**src/rtl/multicycle_ctrl_if.sv**
```systemverilog
// Control/status bundle between the multicycle controller and its datapath/memory.
// master = controller side, slave = datapath + unified memory side.
interface multicycle_ctrl_if #(
    parameter int CNT_W = 32
);
    logic [5:0]       OpCode;
    logic [5:0]       func;
    logic             zero;
    logic             overflow;
    logic             mem_ready;

    logic             mem_req;
    logic             MemWrite;
    logic             IRWrite;
    logic             PCWrite;
    logic [2:0]       npc_src;
    logic             RegWrite;
    logic [1:0]       RegDst;
    logic [1:0]       WbSel;
    logic             ALUSrc;
    logic [2:0]       ALUop;
    logic [1:0]       Extop;
    logic             EPCWrite;
    logic [1:0]       exc_code;
    logic             mem_timeout;
    logic [2:0]       state;
    logic [CNT_W-1:0] retired;

    modport master (
        input  OpCode, func, zero, overflow, mem_ready,
        output mem_req, MemWrite, IRWrite, PCWrite, npc_src, RegWrite, RegDst,
               WbSel, ALUSrc, ALUop, Extop, EPCWrite, exc_code, mem_timeout,
               state, retired
    );

    modport slave (
        output OpCode, func, zero, overflow, mem_ready,
        input  mem_req, MemWrite, IRWrite, PCWrite, npc_src, RegWrite, RegDst,
               WbSel, ALUSrc, ALUop, Extop, EPCWrite, exc_code, mem_timeout,
               state, retired
    );
endinterface

```
**src/rtl/multicycle_ctrl.sv**
```systemverilog
// Multi-cycle IF/ID/EXE/MEM/WB control FSM for the MIPS-subset core with memory
// handshake, retire counter and timeout. Define MC_EXCEPTION_EN to enable traps.
module multicycle_ctrl #(
    parameter int MEM_TIMEOUT = 16,
    parameter int TO_W        = 5,
    parameter int CNT_W       = 32
) (
    input  logic              clk,
    input  logic              reset,
    multicycle_ctrl_if.master bus
);

`ifdef MC_EXCEPTION_EN
    localparam bit EXC_EN = 1'b1;
`else
    localparam bit EXC_EN = 1'b0;
`endif

    typedef enum logic [2:0] {
        S_IF  = 3'd0,
        S_ID  = 3'd1,
        S_EXE = 3'd2,
        S_MEM = 3'd3,
        S_WB  = 3'd4,
        S_EXC = 3'd5
    } state_t;

    state_t           state_q, state_d;
    logic [TO_W-1:0]  to_cnt_q, to_cnt_d;
    logic [CNT_W-1:0] retired_q, retired_d;
    logic [1:0]       exc_code_q, exc_code_d;

    logic is_r, is_add, is_addu, is_sub, is_subu, is_slt, is_jr;
    logic is_ori, is_lui, is_lw, is_sw, is_beq, is_j, is_jal, is_addi;
    logic is_valid, ovf_op;

    assign is_r    = (bus.OpCode == 6'b000000);
    assign is_add  = is_r && (bus.func == 6'b100000);
    assign is_addu = is_r && (bus.func == 6'b100001);
    assign is_sub  = is_r && (bus.func == 6'b100010);
    assign is_subu = is_r && (bus.func == 6'b100011);
    assign is_slt  = is_r && (bus.func == 6'b101010);
    assign is_jr   = is_r && (bus.func == 6'b001000);
    assign is_ori  = (bus.OpCode == 6'b001101);
    assign is_lui  = (bus.OpCode == 6'b001111);
    assign is_lw   = (bus.OpCode == 6'b100011);
    assign is_sw   = (bus.OpCode == 6'b101011);
    assign is_beq  = (bus.OpCode == 6'b000100);
    assign is_j    = (bus.OpCode == 6'b000010);
    assign is_jal  = (bus.OpCode == 6'b000011);
    assign is_addi = (bus.OpCode == 6'b001000);

    assign is_valid = is_add | is_addu | is_sub | is_subu | is_slt | is_jr |
                      is_ori | is_lui | is_lw | is_sw | is_beq | is_j | is_jal | is_addi;
    assign ovf_op   = is_add | is_sub | is_addi;

    logic       mem_req, mem_write, ir_write, pc_write, reg_write;
    logic       alu_src, epc_write, waiting, to_expire;
    logic [2:0] npc_src, alu_op;
    logic [1:0] reg_dst, wb_sel, ext_op;

    // Expiry is judged in the same cycle as mem_ready, so a late ready still wins.
    assign waiting   = ((state_q == S_IF) || (state_q == S_MEM)) && !bus.mem_ready;
    assign to_expire = waiting && (to_cnt_q == TO_W'(MEM_TIMEOUT - 1));

    always_comb begin
        state_d    = state_q;
        exc_code_d = exc_code_q;
        retired_d  = retired_q;
        to_cnt_d   = (waiting && !to_expire) ? to_cnt_q + TO_W'(1) : '0;
        mem_req    = 1'b0;
        mem_write  = 1'b0;
        ir_write   = 1'b0;
        pc_write   = 1'b0;
        npc_src    = 3'd0;
        reg_write  = 1'b0;
        reg_dst    = 2'd0;
        wb_sel     = 2'd0;
        alu_src    = 1'b0;
        alu_op     = 3'd0;
        ext_op     = 2'd0;
        epc_write  = 1'b0;

        case (state_q)
            S_IF: begin
                mem_req = 1'b1;
                if (bus.mem_ready) begin
                    ir_write = 1'b1;
                    pc_write = 1'b1;
                    state_d  = S_ID;
                end else if (EXC_EN && to_expire) begin
                    state_d    = S_EXC;
                    exc_code_d = 2'd2;
                end
            end
            S_ID: begin
                if (is_j) begin
                    pc_write = 1'b1;
                    npc_src  = 3'd2;
                    state_d  = S_IF;
                end else if (is_jal) begin
                    pc_write  = 1'b1;
                    npc_src   = 3'd2;
                    reg_write = 1'b1;
                    reg_dst   = 2'd2;
                    wb_sel    = 2'd2;
                    state_d   = S_IF;
                end else if (!is_valid) begin
                    if (EXC_EN) begin
                        state_d    = S_EXC;
                        exc_code_d = 2'd3;
                    end else begin
                        state_d = S_IF;
                    end
                end else begin
                    state_d = S_EXE;
                end
            end
            S_EXE: begin
                alu_src = !is_r && !is_beq;
                if (is_ori)                           ext_op = 2'd0;
                else if (is_lui)                      ext_op = 2'd2;
                else                                  ext_op = 2'd1;
                if (is_sub || is_subu || is_beq)      alu_op = 3'd1;
                else if (is_slt)                      alu_op = 3'd3;
                else if (is_ori)                      alu_op = 3'd2;
                else if (is_lui)                      alu_op = 3'd4;
                else                                  alu_op = 3'd0;

                if (is_beq) begin
                    pc_write = bus.zero;
                    npc_src  = 3'd1;
                    state_d  = S_IF;
                end else if (is_jr) begin
                    pc_write = 1'b1;
                    npc_src  = 3'd3;
                    state_d  = S_IF;
                end else if (EXC_EN && ovf_op && bus.overflow) begin
                    state_d    = S_EXC;
                    exc_code_d = 2'd1;
                end else if (is_lw || is_sw) begin
                    state_d = S_MEM;
                end else begin
                    state_d = S_WB;
                end
            end
            S_MEM: begin
                mem_req   = 1'b1;
                mem_write = is_sw;
                if (bus.mem_ready) begin
                    state_d = is_sw ? S_IF : S_WB;
                end else if (EXC_EN && to_expire) begin
                    state_d    = S_EXC;
                    exc_code_d = 2'd2;
                end
            end
            S_WB: begin
                reg_write = 1'b1;
                reg_dst   = is_r ? 2'd1 : 2'd0;
                wb_sel    = is_lw ? 2'd1 : 2'd0;
                state_d   = S_IF;
            end
            S_EXC: begin
                epc_write = 1'b1;
                pc_write  = 1'b1;
                npc_src   = 3'd4;
                state_d   = S_IF;
            end
            default: state_d = S_IF;
        endcase

        // Exception entry/exit does not retire an instruction.
        if ((state_q != S_IF) && (state_q != S_EXC) && (state_d == S_IF))
            retired_d = retired_q + CNT_W'(1);
    end

    always_ff @(posedge clk or posedge reset) begin
        if (reset) begin
            state_q    <= S_IF;
            to_cnt_q   <= '0;
            retired_q  <= '0;
            exc_code_q <= 2'd0;
        end else begin
            state_q    <= state_d;
            to_cnt_q   <= to_cnt_d;
            retired_q  <= retired_d;
            exc_code_q <= exc_code_d;
        end
    end

    // Strobes are forced low combinationally so nothing fires while reset is held.
    assign bus.mem_req     = mem_req   && !reset;
    assign bus.MemWrite    = mem_write && !reset;
    assign bus.IRWrite     = ir_write  && !reset;
    assign bus.PCWrite     = pc_write  && !reset;
    assign bus.RegWrite    = reg_write && !reset;
    assign bus.ALUSrc      = alu_src   && !reset;
    assign bus.EPCWrite    = epc_write && !reset;
    assign bus.mem_timeout = to_expire && !reset;
    assign bus.npc_src     = reset ? 3'd0 : npc_src;
    assign bus.ALUop       = reset ? 3'd0 : alu_op;
    assign bus.RegDst      = reset ? 2'd0 : reg_dst;
    assign bus.WbSel       = reset ? 2'd0 : wb_sel;
    assign bus.Extop       = reset ? 2'd0 : ext_op;
    assign bus.exc_code    = EXC_EN ? exc_code_q : 2'd0;
    assign bus.state       = state_q;
    assign bus.retired     = retired_q;

endmodule

```
**src/flat_wrapper.sv**
```systemverilog
// flat-port wrapper written by rule: the top's interface ports become plain ports
module multicycle_ctrl_flat 
#(
    parameter int MEM_TIMEOUT = 16,
    parameter int TO_W        = 5,
    parameter int CNT_W       = 32
)
  (clk, reset, bus_OpCode, bus_func, bus_zero, bus_overflow, bus_mem_ready, bus_mem_req, bus_MemWrite, bus_IRWrite, bus_PCWrite, bus_npc_src, bus_RegWrite, bus_RegDst, bus_WbSel, bus_ALUSrc, bus_ALUop, bus_Extop, bus_EPCWrite, bus_exc_code, bus_mem_timeout, bus_state, bus_retired);
  multicycle_ctrl_if #(.CNT_W(CNT_W)) bus_i ();
  input  logic clk;
  input  logic reset;
  input wire logic [$bits(bus_i.OpCode)-1:0] bus_OpCode;
  input wire logic [$bits(bus_i.func)-1:0] bus_func;
  input wire logic [$bits(bus_i.zero)-1:0] bus_zero;
  input wire logic [$bits(bus_i.overflow)-1:0] bus_overflow;
  input wire logic [$bits(bus_i.mem_ready)-1:0] bus_mem_ready;
  output wire logic [$bits(bus_i.mem_req)-1:0] bus_mem_req;
  output wire logic [$bits(bus_i.MemWrite)-1:0] bus_MemWrite;
  output wire logic [$bits(bus_i.IRWrite)-1:0] bus_IRWrite;
  output wire logic [$bits(bus_i.PCWrite)-1:0] bus_PCWrite;
  output wire logic [$bits(bus_i.npc_src)-1:0] bus_npc_src;
  output wire logic [$bits(bus_i.RegWrite)-1:0] bus_RegWrite;
  output wire logic [$bits(bus_i.RegDst)-1:0] bus_RegDst;
  output wire logic [$bits(bus_i.WbSel)-1:0] bus_WbSel;
  output wire logic [$bits(bus_i.ALUSrc)-1:0] bus_ALUSrc;
  output wire logic [$bits(bus_i.ALUop)-1:0] bus_ALUop;
  output wire logic [$bits(bus_i.Extop)-1:0] bus_Extop;
  output wire logic [$bits(bus_i.EPCWrite)-1:0] bus_EPCWrite;
  output wire logic [$bits(bus_i.exc_code)-1:0] bus_exc_code;
  output wire logic [$bits(bus_i.mem_timeout)-1:0] bus_mem_timeout;
  output wire logic [$bits(bus_i.state)-1:0] bus_state;
  output wire logic [$bits(bus_i.retired)-1:0] bus_retired;
  assign bus_i.OpCode = bus_OpCode;
  assign bus_i.func = bus_func;
  assign bus_i.zero = bus_zero;
  assign bus_i.overflow = bus_overflow;
  assign bus_i.mem_ready = bus_mem_ready;
  assign bus_mem_req = bus_i.mem_req;
  assign bus_MemWrite = bus_i.MemWrite;
  assign bus_IRWrite = bus_i.IRWrite;
  assign bus_PCWrite = bus_i.PCWrite;
  assign bus_npc_src = bus_i.npc_src;
  assign bus_RegWrite = bus_i.RegWrite;
  assign bus_RegDst = bus_i.RegDst;
  assign bus_WbSel = bus_i.WbSel;
  assign bus_ALUSrc = bus_i.ALUSrc;
  assign bus_ALUop = bus_i.ALUop;
  assign bus_Extop = bus_i.Extop;
  assign bus_EPCWrite = bus_i.EPCWrite;
  assign bus_exc_code = bus_i.exc_code;
  assign bus_mem_timeout = bus_i.mem_timeout;
  assign bus_state = bus_i.state;
  assign bus_retired = bus_i.retired;
  multicycle_ctrl #(.MEM_TIMEOUT(MEM_TIMEOUT), .TO_W(TO_W), .CNT_W(CNT_W)) u_core (.clk(clk), .reset(reset), .bus(bus_i));
endmodule
```
**config.mk**
```make
export PLATFORM = sky130hd
export DESIGN_NAME = multicycle_ctrl_flat
export DESIGN_NICKNAME = d
export VERILOG_FILES = /design/src/rtl/multicycle_ctrl_if.sv /design/src/rtl/multicycle_ctrl.sv /design/src/flat_wrapper.sv
export SDC_FILE = /design/constraint.sdc
export NUM_CORES = 1
export LEC_CHECK = 0
export ABC_CLOCK_PERIOD_IN_PS = 1700
export CAP_MARGIN = 5
export CORE_AREA = 2 2 77 79
export CTS_BUF_LIST = sky130_fd_sc_hd__clkbuf_8
export DETAILED_ROUTE_END_ITERATION = 10
export DIE_AREA = 0 0 79 81
export PLACE_DENSITY = 0.83
export RECOVER_POWER = 100
export REMOVE_ABC_BUFFERS = 1
export SYNTH_ARGS = -nofsm -noshare
export SYNTH_HDL_FRONTEND = slang
export SYNTH_SLANG_ARGS = --single-unit
```
**constraint.sdc**
```tcl
create_clock -name clk -period 1.7 [get_ports clk]
set_input_delay 0.17 -clock clk [delete_from_list [all_inputs] [get_ports clk]]
set_output_delay 0.17 -clock clk [all_outputs]
set_load 0.05 [all_outputs]
```
After elaboration in Yosys (flattened, before gate mapping)
Cells that the tools add are included.
{ "op_classes": {"n_mux": 48, "n_reduce_logical": 34, "n_eq_ne": 21, "add_sub_neg": 2, "bitwise": 13} }
{ "ops": {"columns": ["operator", "count"], "rows": [
  ["3-bit two-way mux", 17],
  ["6-bit equality test (second input constant)", 7],
  ["32-bit by 1-bit adder with 32-bit output (second input constant)", 1],
  ["6-bit by 4-bit equality test with 1-bit output (second input constant)", 4],
  ["2-bit two-way mux", 11],
  ["1-bit logical AND", 20],
  ["1-bit two-way mux", 13],
  ["1-bit bitwise OR", 13],
  ["6-bit by 2-bit equality test with 1-bit output (second input constant)", 2],
  ["3-bit one-hot mux with 4 select lines", 1],
  ["3-bit one-hot mux with 3 select lines", 1],
  ["2-bit one-hot mux with 2 select lines", 2],
  ["3-bit by 2-bit equality test with 1-bit output (second input constant)", 2],
  ["3-bit equality test (second input constant)", 2],
  ["6-bit by 3-bit equality test with 1-bit output (second input constant)", 1],
  ["3-bit logical NOT", 2],
  ["6-bit logical NOT", 1],
  ["5-bit by 1-bit adder with 5-bit output (second input constant)", 1],
  ["5-bit by 4-bit equality test with 1-bit output (second input constant)", 1],
  ["1-bit logical NOT", 5],
  ["5-bit two-way mux", 1],
  ["1-bit logical OR", 4],
  ["1-bit one-hot mux with 4 select lines", 1],
  ["3-bit by 1-bit equality test with 1-bit output (second input constant)", 1],
  ["4 further kinds", 4]
]} }
{ "word_totals": {"elab_cells": 121, "regBits": 40, "out_inout_bits": 57} }

Longest topological paths before layout
{ "logic_depth": {"word_depth": 21, "mapped_depth": 9, "ltp_nobuf": 6} }

Least setup slack after synthesis
OpenSTA, ideal clock, no wires.
{ "synth_path": {"path_kind": "input to output", "start": "in reset", "end": "out bus_WbSel[0]", "setup_slack_ns": -0.880, "path_buffers": 0, "arrival_time_ns": 2.410, "stages": 3, "cell_sequence": "inv_1 > nand3_1 > nor3_1"} }
{ "synth_via": {"elab_chain_cells": 1} }
{ "synth_rtl": {"columns": ["element", "line_no", "text"], "rows": [
  ["start, declared", "flat_wrapper.sv:11", "input logic reset;"],
  ["2-bit two-way mux", "multicycle_ctrl.sv:203", "assign bus.WbSel = reset ? 2'd0 : wb_sel;"],
  ["end, declared", "flat_wrapper.sv:24", "output wire logic [$bits(bus_i.WbSel)-1:0] bus_WbSel;"]
]} }
No other way between the ends.

Worst setup path in the final report
{ "layout_path": {"start": "reg u_core.state_q[0] (netlist: u_core.bus.state[0])", "end": "out bus_PCWrite"} }
{ "layout_via": {"elab_chain_cells": 3, "elab_cells_between_ends": 6, "cone_classes": "3 x eq/ne; 1 x mux; 2 x reduce/logical"} }
{ "layout_rtl": {"columns": ["element", "line_no", "text"], "rows": [
  ["start, declared", "multicycle_ctrl.sv:28", "state_t state_q, state_d;"],
  ["start signal, assigned", "multicycle_ctrl.sv:184", "state_q <= state_d;"],
  ["3-bit equality test, or another cell as far along", "multicycle_ctrl.sv:84", "case (state_q)"],
  ["1-bit one-hot mux with 4 select lines *", "multicycle_ctrl.sv:84", null],
  ["1-bit logical AND *", "multicycle_ctrl.sv:195", "assign bus.PCWrite = pc_write && !reset;"],
  ["end, declared", "flat_wrapper.sv:20", "output wire logic [$bits(bus_i.PCWrite)-1:0] bus_PCWrite;"]
]} }
Every way passes the cells marked *; elsewhere a longest branch is shown, timed or not.

==> run metrics <==
max-cap violations=0; starting DRC count in detailed routing=118; first-pass GRT wire length=12.0 mm; Hold WC Path Type=primary input to async pin; violated checks=setup timing; # rows=28; routed vias/inst=5.61; CP Capture Type=primary output; final wirelength=8.49 mm; Final ANT Viol Nets=0; Max clock buf depth=2; latest clock arrival within the worst-skew pair=0.30 ns; via count=2685; CP peak stage delay=0.41 ns; Filler cells=401; Seq/Total Area, Yosys=41.9%; chip width=79 um; switch share=37.0%; Combinational Power Share=35.1%; Die ar.=6400 sq um; Max Freq=0.510 GHz; peak supply drop=791 uV; Setup Slack @ Placement=-0.710 ns; CTS tree=built; Slew @ Worst Pin=0.926 ns; Internal=1.66 mW; WP data arrival=1.79 ns; Ys Warns=0; DR WL/cell=17.7 um; PortBufs=70; initial antenna violation count=0; sequential share of power=41.6%; slowest CP cell=dfrtp_1; DPL Wire Length=4.90 mm; maximum number of pins on one net before global-route repair=39; Mapped Cells=250; Layout Skew=0.00980 ns; top post-synthesis cells by area=dfrtp_1, xnor2_1, nand4_1; Tcrit/Tclk final=115%; fin util=73.9%; Multi-input gate area=1630 sq um; Worst EP required=1.53 ns; All-Layer GR Usage=23.7%; top_reg_cell synth=dfrtp_1; core box area=5680 sq um; worst-path fanout max=4; Starting Density=42.1%; Mean Syn Cell Area=9.56 sq um; Post-route DRC=0; Slew HR=38.3%; RSZ-0062 raised after global routing=yes; Seq cells post-synth=40; storage element area=1000 sq um; number of flops mapped to enable cells by yosys=0; Final WS setup=-0.262 ns; Critical Path Start Type=register; critical path type=register to primary output; count leader, synth=dfrtp_1; GP Congestion=0.875; clk sinks=40; netlist area before placement=2390 sq um; 1st-pass router iterations=5; sw power=0.978 mW; H-tree depth=2; Reg clk slew, reported paths=0.07 ns; Clock power frac=23.3%; Die Ht=81 um; leading area contributor after synthesis=dfrtp_1; Final Hold Viols=0; min Tclk post-route=1.96 ns; I/O pin count=74; setup violators final=50; total gr overflow=0; top-area cell type share of the netlist area=41.9%; fraction of layout cells with a size suffix above 1=48.8%; status=finished with violations; Synth-to-Final Area Change=75.3%; Root Buffer=clkbuf_8; Post-synth ARST share=100%; pwr/cell area=630 nW/um^2; commonest cells in the netlist=dfrtp_1, xnor2_1, nor2_1, nand3_1; vias in the first global route=2561; n_diodes=0; CP cell instances=buf_4, buf_6, or3_1, a2bb2oi_2, nor2_2, buf_12; Distinct cells, synth=49; worst hold slack=0.222 ns; cts bufs inserted=5; Net count, final=423; Slew Viols, Final=0; P_leak=1.86 nW
-- worst max-delay path, delay by kind of cell, from the launching register on --
kind            cells  cell delay (ns)
simple gates        2             0.51
buf+inv             3             0.41
flops               1             0.41
compound gates      1             0.18
-- path summary, 6_finish.rpt --
| path | from | end | slack (ns) | cells after the start |
|---|---|---|---|---|
| setup reg to reg | u_core.bus.state[0]$_DFF_PP0_ | u_core.bus.retired[13]$_DFFE_PP0P_ | -0.25 | 9 |
| max in group asynchronous | reset | u_core.bus.retired[14]$_DFFE_PP0P_ | 0.35 | 3 |
| hold reg to reg | u_core.bus.retired[31]$_DFFE_PP0P_ | u_core.bus.retired[31]$_DFFE_PP0P_ | 0.50 | 1 |
| hold / removal | reset | u_core.to_cnt_q[4]$_DFF_PP0_ | 0.22 | 2 |
| setup / recovery | u_core.bus.state[0]$_DFF_PP0_ | bus_PCWrite | -0.26 | 6 |
| min in group clk | bus_OpCode[4] | u_core.bus.state[2]$_DFF_PP0_ | 0.47 | 6 |
-- cell type report --
cell class,instances,area share (%)
repair buffers,159,32.2
flip-flops and latches,40,23.9
clock inverters,3,0.448
inverters,7,0.657
well taps,75,2.24
clock buffers,5,1.64
multi-input cells,190,39.0
-- flip-flops by register name (all words and copies together), names as in the netlist --
signal and count:
u_core.bus.retired 32, u_core.to_cnt_q 5, u_core.bus.state 3
-- per-layer routing --
metal | global-route usage [%] | routed length, um | up-vias
li1 | - | - | 1197
met1 | 27.8 | 3180 | 1317
met2 | 42.5 | 4440 | 135
met3 | 3.56 | 534 | 36
met4 | 11.6 | 344 | 0
met5 | 0 | 0 | -
-- what timing repair did --
| item | CTS | global route |
|---|---|---|
| buffers inserted | 15 | 8 |
| hold endpoints to repair | 0 | 0 |
| hold buffers | 0 | 0 |
| cloned | 1 | 1 |
| resized for setup | 86 | 60 |
| setup endpoints to repair | 56 | 52 |
| pin swaps | 19 | 32 |
-- cells in the final DEF (no fill, tap or decap), types with 4 or more instances in the layout --
cell type  count
buf_4         76
dfrtp_1       40
clkbuf_1      30
xnor2_1       28
buf_6         22
nand4_1       18
nor2_1        12
nand3_1       11
buf_12        11
nand2_1       10
and3_1         8
nand3_4        8
nand2_2        7
and2_1         6
nor2_2         6
nor3_2         5
xnor2_2        5
clkbuf_8       5
buf_2          5
inv_1          4
a21oi_1        4
clkbuf_2       4
-- cells by family (layout without fill, tap and decap cells) --
kind of cell	Yosys count	in the layout	share of synthesized area (%)
buffers and inverters	21	174	5.23
AO/OA/AOI/OAI	19	19	5.39
multiplexers	1	1	0.471
flip-flops	40	40	41.9
adder cells (fa/ha/maj)	3	3	1.57
AND/OR/NAND/NOR	129	129	32.1
XOR/XNOR	36	36	13.2
other	1	2	0.157
-- power by group through the flow --
stage                     Combinational [mW]  Sequential, mW  Clock [mW]
final                                  0.927            1.10       0.616
after global routing                   0.987            1.11       0.668
after detailed placement               0.840            1.11           0
after CTS                              0.899            1.09       0.633
after global placement                 0.825            1.11           0
after floorplan                        0.215            1.37           0
-- per-stage QoR --
stage | instance area (sq um) | power, mW | cells | setup TNS [ns]
final | 4190 | 2.64 | 479 | -7.08
after global placement | 3570 | 1.93 | 446 | -23.55
after CTS | 3990 | 2.63 | 470 | -4.15
after floorplan | 2300 | 1.58 | 237 | -28.63
after global routing | 4190 | 2.77 | 479 | -11.42
after detailed placement | 3570 | 1.95 | 446 | -25.17
No activity file was read; power rests on OpenSTA's default activity.
